$ cat src/rtl/reg_file_sb.sv
// reg_file_sb: parametrised pipeline register file with two asynchronous
// read ports, one write port, write-through bypass, an optional hard-wired
// zero register and a per-register busy scoreboard for the hazard unit.
module reg_file_sb #(
    parameter int                DATA_W    = 16,
    parameter int                ADDR_W    = 3,
    parameter int                ZERO_R0   = 1,
    parameter logic [DATA_W-1:0] RESET_VAL = '0
) (
    input  logic              clk,
    input  logic              reset,
    input  logic [ADDR_W-1:0] Rs1,
    input  logic [ADDR_W-1:0] Rs2,
    output logic [DATA_W-1:0] Bus1,
    output logic [DATA_W-1:0] Bus2,
    output logic              Busy1,
    output logic              Busy2,
    input  logic              RegWr,
    input  logic [ADDR_W-1:0] Rd,
    input  logic [DATA_W-1:0] WBus,
    input  logic              Alloc,
    input  logic [ADDR_W-1:0] AllocRd
);

    localparam int  DEPTH    = 1 << ADDR_W;
    localparam bit  HAS_ZERO = (ZERO_R0 != 0);

    logic [DATA_W-1:0] rf [DEPTH];
    logic [DEPTH-1:0]  busy;
    logic [DEPTH-1:0]  busyNext;
    logic              wrOk;
    logic              allocOk;

    // Writes and allocations aimed at a hard-wired R0 are dropped here
    always_comb begin
        wrOk    = RegWr && !(HAS_ZERO && (Rd == '0));
        allocOk = Alloc && !(HAS_ZERO && (AllocRd == '0));
    end

    // Next scoreboard state: a write retires its producer, a new allocation
    // on the same index wins because it describes a younger producer
    always_comb begin
        busyNext = busy;
        if (RegWr) begin
            busyNext[Rd] = 1'b0;
        end
        if (allocOk) begin
            busyNext[AllocRd] = 1'b1;
        end
        if (HAS_ZERO) begin
            busyNext[0] = 1'b0;
        end
    end

    // Register array: reset loads every entry, otherwise commit the WB write
    always_ff @(posedge clk) begin
        if (reset) begin
            for (int i = 0; i < DEPTH; i++) begin
                rf[i] <= RESET_VAL;
            end
        end else if (wrOk) begin
            rf[Rd] <= WBus;
        end
    end

    // Scoreboard register: cleared on reset, otherwise takes the merged update
    always_ff @(posedge clk) begin
        if (reset) begin
            busy <= '0;
        end else begin
            busy <= busyNext;
        end
    end

    // Read data with zero-register forcing and same-cycle write bypass
    function automatic logic [DATA_W-1:0] readData(input logic [ADDR_W-1:0] idx);
        logic [DATA_W-1:0] val;
        if (reset) begin
            val = '0;
        end else if (HAS_ZERO && (idx == '0)) begin
            val = '0;
        end else if (RegWr && (Rd == idx)) begin
            val = WBus;
        end else begin
            val = rf[idx];
        end
        return val;
    endfunction

    // Busy status: a write in this cycle already satisfies the consumer
    function automatic logic readBusy(input logic [ADDR_W-1:0] idx);
        logic val;
        if (reset) begin
            val = 1'b0;
        end else begin
            val = busy[idx] && !(RegWr && (Rd == idx));
        end
        return val;
    endfunction

    // Both read ports are purely combinational views of the same state
    always_comb begin
        Bus1  = readData(Rs1);
        Bus2  = readData(Rs2);
        Busy1 = readBusy(Rs1);
        Busy2 = readBusy(Rs2);
    end

endmodule

$ cat config.mk
export PLATFORM = sky130hd
export DESIGN_NAME = reg_file_sb
export DESIGN_NICKNAME = d
export VERILOG_FILES = /design/src/rtl/reg_file_sb.sv
export SDC_FILE = /design/constraint.sdc
export NUM_CORES = 1
export LEC_CHECK = 0
export ABC_AREA = 1
export BUFFER_PORTS_ARGS = -buffer_cell sky130_fd_sc_hd__buf_2
export CAP_MARGIN = 10
export CORE_MARGIN = 3
export CORE_UTILIZATION = 40
export CTS_BUF_LIST = sky130_fd_sc_hd__clkbuf_4 sky130_fd_sc_hd__clkbuf_8 sky130_fd_sc_hd__clkbuf_16
export CTS_CLUSTER_SIZE = 16
export DETAILED_ROUTE_END_ITERATION = 8
export GPL_TIMING_DRIVEN = 0
export PLACE_DENSITY = 0.53
export SLEW_MARGIN = 5
export SYNTH_ARGS = -nofsm -noshare
export SYNTH_HDL_FRONTEND = slang
export SYNTH_SLANG_ARGS = --single-unit
$ cat constraint.sdc
create_clock -name clk -period 4.5 [get_ports clk]
set_input_delay 0.9 -clock clk [delete_from_list [all_inputs] [get_ports clk]]
set_output_delay 0.9 -clock clk [all_outputs]
set_load 0.05 [all_outputs]
# After elaboration in Yosys (flattened, before gate mapping)
# Memories as Yosys holds them, arrays and structs flattened.
# Cells that the tools add are included.
[totals]
mem_bits_rw = 128
register_bits = 8
elab_cells = 57
mem_count = 1
[mem_list]
columns = ["memory", "depth", "word_bits", "rd", "rd_ports_with_merged_regs", "wr", "line_no", "text"]
rows = [
  ["rf", 8, 16, 2, 0, 8, "28", "logic [DATA_W-1:0] rf [DEPTH];"],
]
[classes]
reduce_logical = 17
n_bitwise = 3
order_cmp = 6
n_mux = 26
n_eq_ne = 2
[op_table]
columns = ["op", "count"]
rows = [
  ["16-bit two-way mux", 7],
  ["3-bit by 4-bit less-than comparator with 1-bit output, second input constant", 4],
  ["8-bit two-way mux", 2],
  ["16-bit OR reduction", 1],
  ["3-bit zero test", 4],
  ["1-bit two-way mux", 12],
  ["8-bit AND", 1],
  ["1-bit logical AND", 8],
  ["8-bit NOT", 1],
  ["8-bit bitwise OR", 1],
  ["1-bit binary-select mux with 3-bit select", 2],
  ["1-bit demux with 3-bit select", 2],
  ["3-bit == test", 2],
  ["3-bit by 1-bit greater-or-equal comparator with 1-bit output, second input constant", 2],
  ["1-bit zero test", 4],
  ["3-bit two-way mux", 1],
]

# Depth between registers and ports, before layout
[depth]
ltp_word = 9
mapped_depth = 10
mapped_depth_nobuf = 8

# Worst setup path before layout
# Ideal clock, no wire load.
[synth_timing]
path_type = "in2out"
startpoint = "input port Rs1[0]"
endpoint = "output port Bus1[13]"
path_buffers = 2
setup_slack_ns = 1.257
cell_stages = 9
arrival_time_ns = 2.343
cell_sequence = "buf_4 inv_4 nor2_1 nor2_4 nand2_4 buf_6 nand2_1 nor2_1 nor2_1"
[synth_via]
elab_chain_len = 5
elab_cells_between_ends = 7
[synth_lines]
columns = ["item", "line_no", "text"]
rows = [
  ["start: declaration", "12", "input logic [ADDR_W-1:0] Rs1,"],
  ["parallel branches: the longest is 3 deep, another holds memory 8 x 16 bit", "--", ""],
  ["16-bit two-way mux (*)", "80", "end else if (HAS_ZERO && (idx == '0)) begin"],
  ["16-bit two-way mux (*)", "78", "if (reset) begin"],
  ["end: declaration", "14", "output logic [DATA_W-1:0] Bus1,"],
]
# Every way passes the cells marked *.

# Worst setup path in the final report
[layout_timing]
startpoint = "input port Rs1[0]"
endpoint = "output port Bus1[0]"
# The elaborated chain is that of the path after synthesis.

==> impl_results.md <==
- Status: complete, no violations
- Antenna violations before repair: 0
- ANT nets after route: 0
- Leak pwr: 4.21 nW
- Slew Limit Fails: 0
- DRC errors left: 0
- Post-cts sizing count: 0
- Die Y: 149 um
- Final Hold Vio Count: 0
- Overflow after GRT: 0
- Num CTS Buffers: 17
- HPWL Detailed: 21600 um
- Cells along the critical path: buf_4 > clkbuf_1 > nand2_1 > nand3_1 > nand3_1 > nand2_1 > nor2_1 > nor2_1 > buf_2
- Skew final: 0 ps
- CTS sink count: 135
- Avg WL per Cell: 20.9 um
- Hold Crit Class: flip-flop to flip-flop
- Initial drt markers: 797
- Complex-gate fraction of the synthesized area: 1.09%
- Ant. Diodes: 0
- CP Capture Type: output port
- Post-synth top cells: 392 x nand2_1, 210 x nand3_1, 199 x nor2_1
- Total GRT Usage: 27.3%
- RSZ-0062 raised after global routing: no
- WP data required: 3600 ps
- Async set-reset flop share out of synthesis: 0%
- Mux share of post-synthesis cell area: 0%
- Power Total: 0.00365 W
- Synth cell types: 25
- Fin nets: 1205
- Avg Synthesized Cell Area: 7.54 um2
- DIE WIDTH: 149 um
- Setup_tns: 0 ps
- Final WL: 30300 um
- Post-Synth Adder-Cell Area: 0%
- Drt pass-1 iters: 8
- CTS root buf: clkbuf_16
- Die Area: 22200 um2
- Yosys warnings: 0
- Most common flop cell mapped by yosys: edfxtp_1
- EDFF count, synth: 128
- Post-synthesis xor/xnor area fraction: 0%
- Buffers on Ports: 55
- Core ar.: 19800 um2
- Finished Layout Cells: 1450
- Cell taking the most area after synthesis: edfxtp_1
- Setup bufs post-CTS: 0
- Worst path max stage delay: 650 ps
- Hold_buf cts: 0
- Clk slew on worst S/H paths: 60 ps
- Final Hold Slack: 542 ps
- Fmax: 280 MHz
- Ranking of synthesized cells by area: edfxtp_1 47%, nand2_1 18%, nand3_1 13%, nor2_1 9.1%, buf_2 2.1%
- Synth Instances: 1084
- Slowest-stage cell, CP: clkbuf_1
- Post-Place Cells: 1419
- Fillers: 2028
- Share of cells above drive strength 1: 15.2%
- Vias per inst: 5.41
- Final setup viols: 0
- H-tree depth: 4
- First-pass GRT wire length: 44600 um
- Max-Cap Viols: 0
- Worst Setup Path Type: input pin to output port
- Synth-to-Final Area Change: 15.6%
- Final min period: 3570 ps
- Number of global-route vias before repair: 7387
- Pin count of the biggest net entering global routing: 18
- Max clock buf depth: 2
- Final design utilization: 47.8%
- GPL Wtd Cong: 0.922
- FF+latch count, synth: 135
- Pwr Density: 386 nW/um2
- Critical Path Source Type: input pin
- Post-synthesis cell area: 8180 um2
- Fin crit share: 79.4%
- Crit path arrival time: 2670 ps
- Crit-path max FO: 10
- Combinational family with the most area after synthesis: simple AND/OR/NAND/NOR gates
- Clk_lat worst skew: 430 ps
- Max-slew headroom: 38.4%
- Tightest Pin Transition: 922 ps
- Most frequent cell after synthesis: nand2_1
- CTS tree: built
- Maximum vdd drop: 0.000273 V
- Via Count: 7841
- Synth top area share: 47.0%
- Initial Utilization: 41.3%
- I/O pin cnt: 66
- Seq/Total Area, Yosys: 48.7%
- Simple-Gate Fraction of Synth Area: 43.7%
- Row count: 51
[metal layers]
| layer | global-route usage, % | wire, um |
|---|---|---|
| met5 | 0 | 0 |
| met4 | 9.11 | 839 |
| met3 | 3.71 | 2240 |
| met2 | 44.6 | 14100 |
| met1 | 37.6 | 13100 |
[report_power, final]
group	leakage (nW)	total [W]	switching [W]	internal, W
sequential	1.29	0.00150	0.0000436	0.00146
clock	0.293	0.00149	0.000561	0.000927
combinational	2.63	0.000657	0.000492	0.000165
[cell type report]
class / count / area, um2 / share of cell area, %
repair buffers: 55 / 275 / 2.91
plain buffers: 73 / 404 / 4.28
multi-input cells: 861 / 3720 / 39.4
clock inverters: 13 / 178 / 1.88
inverters: 30 / 125 / 1.32
well taps: 265 / 332 / 3.51
flip-flops and latches: 135 / 3980 / 42.1
clock buffers: 18 / 433 / 4.58
[critical path, delay by kind of cell]
family	cells	cell delay, ps
buffers and inverters	3	1070
AND/OR/NAND/NOR	6	690
[state kept, by name, indices dropped and copies added (netlist names)]
register,cells
rf,128
busy,7
[per-stage QoR]
step	area, um2	setup WS (ps)
after floorplan	8230	1260
after global placement	8840	975
after detailed placement	8840	983
after CTS	9450	979
after global routing	9450	804
final	9450	927
[cells in the final DEF, fill, tap and decap left out, types with 15 or more instances in the layout]
master / instances
buf_2: 90
buf_4: 15
clkbuf_1: 18
clkbuf_16: 17
clkinv_1: 19
conb_1: 16
edfxtp_1: 128
nand2_1: 392
nand3_1: 210
nor2_1: 199
[cells by family (layout without fill, tap and decap cells)]
| logic type | after synthesis | count (layout) |
|---|---|---|
| simple gates | 834 | 834 |
| other cells | 1 | 16 |
| flops | 135 | 135 |
| compound gates | 11 | 11 |
| buf+inv | 103 | 189 |
[final timing paths]
check	startpoint	cells after the start	slack, ps	to
worst max register to register	busy[1]	2	3840	busy[1]
worst max-delay path	Rs1[0]	9	930	Bus1[0]
worst min-delay path	busy[2]	2	540	busy[2]
worst min register to register	busy[2]	2	540	busy[2]
Power figures use the tool's default switching activity.
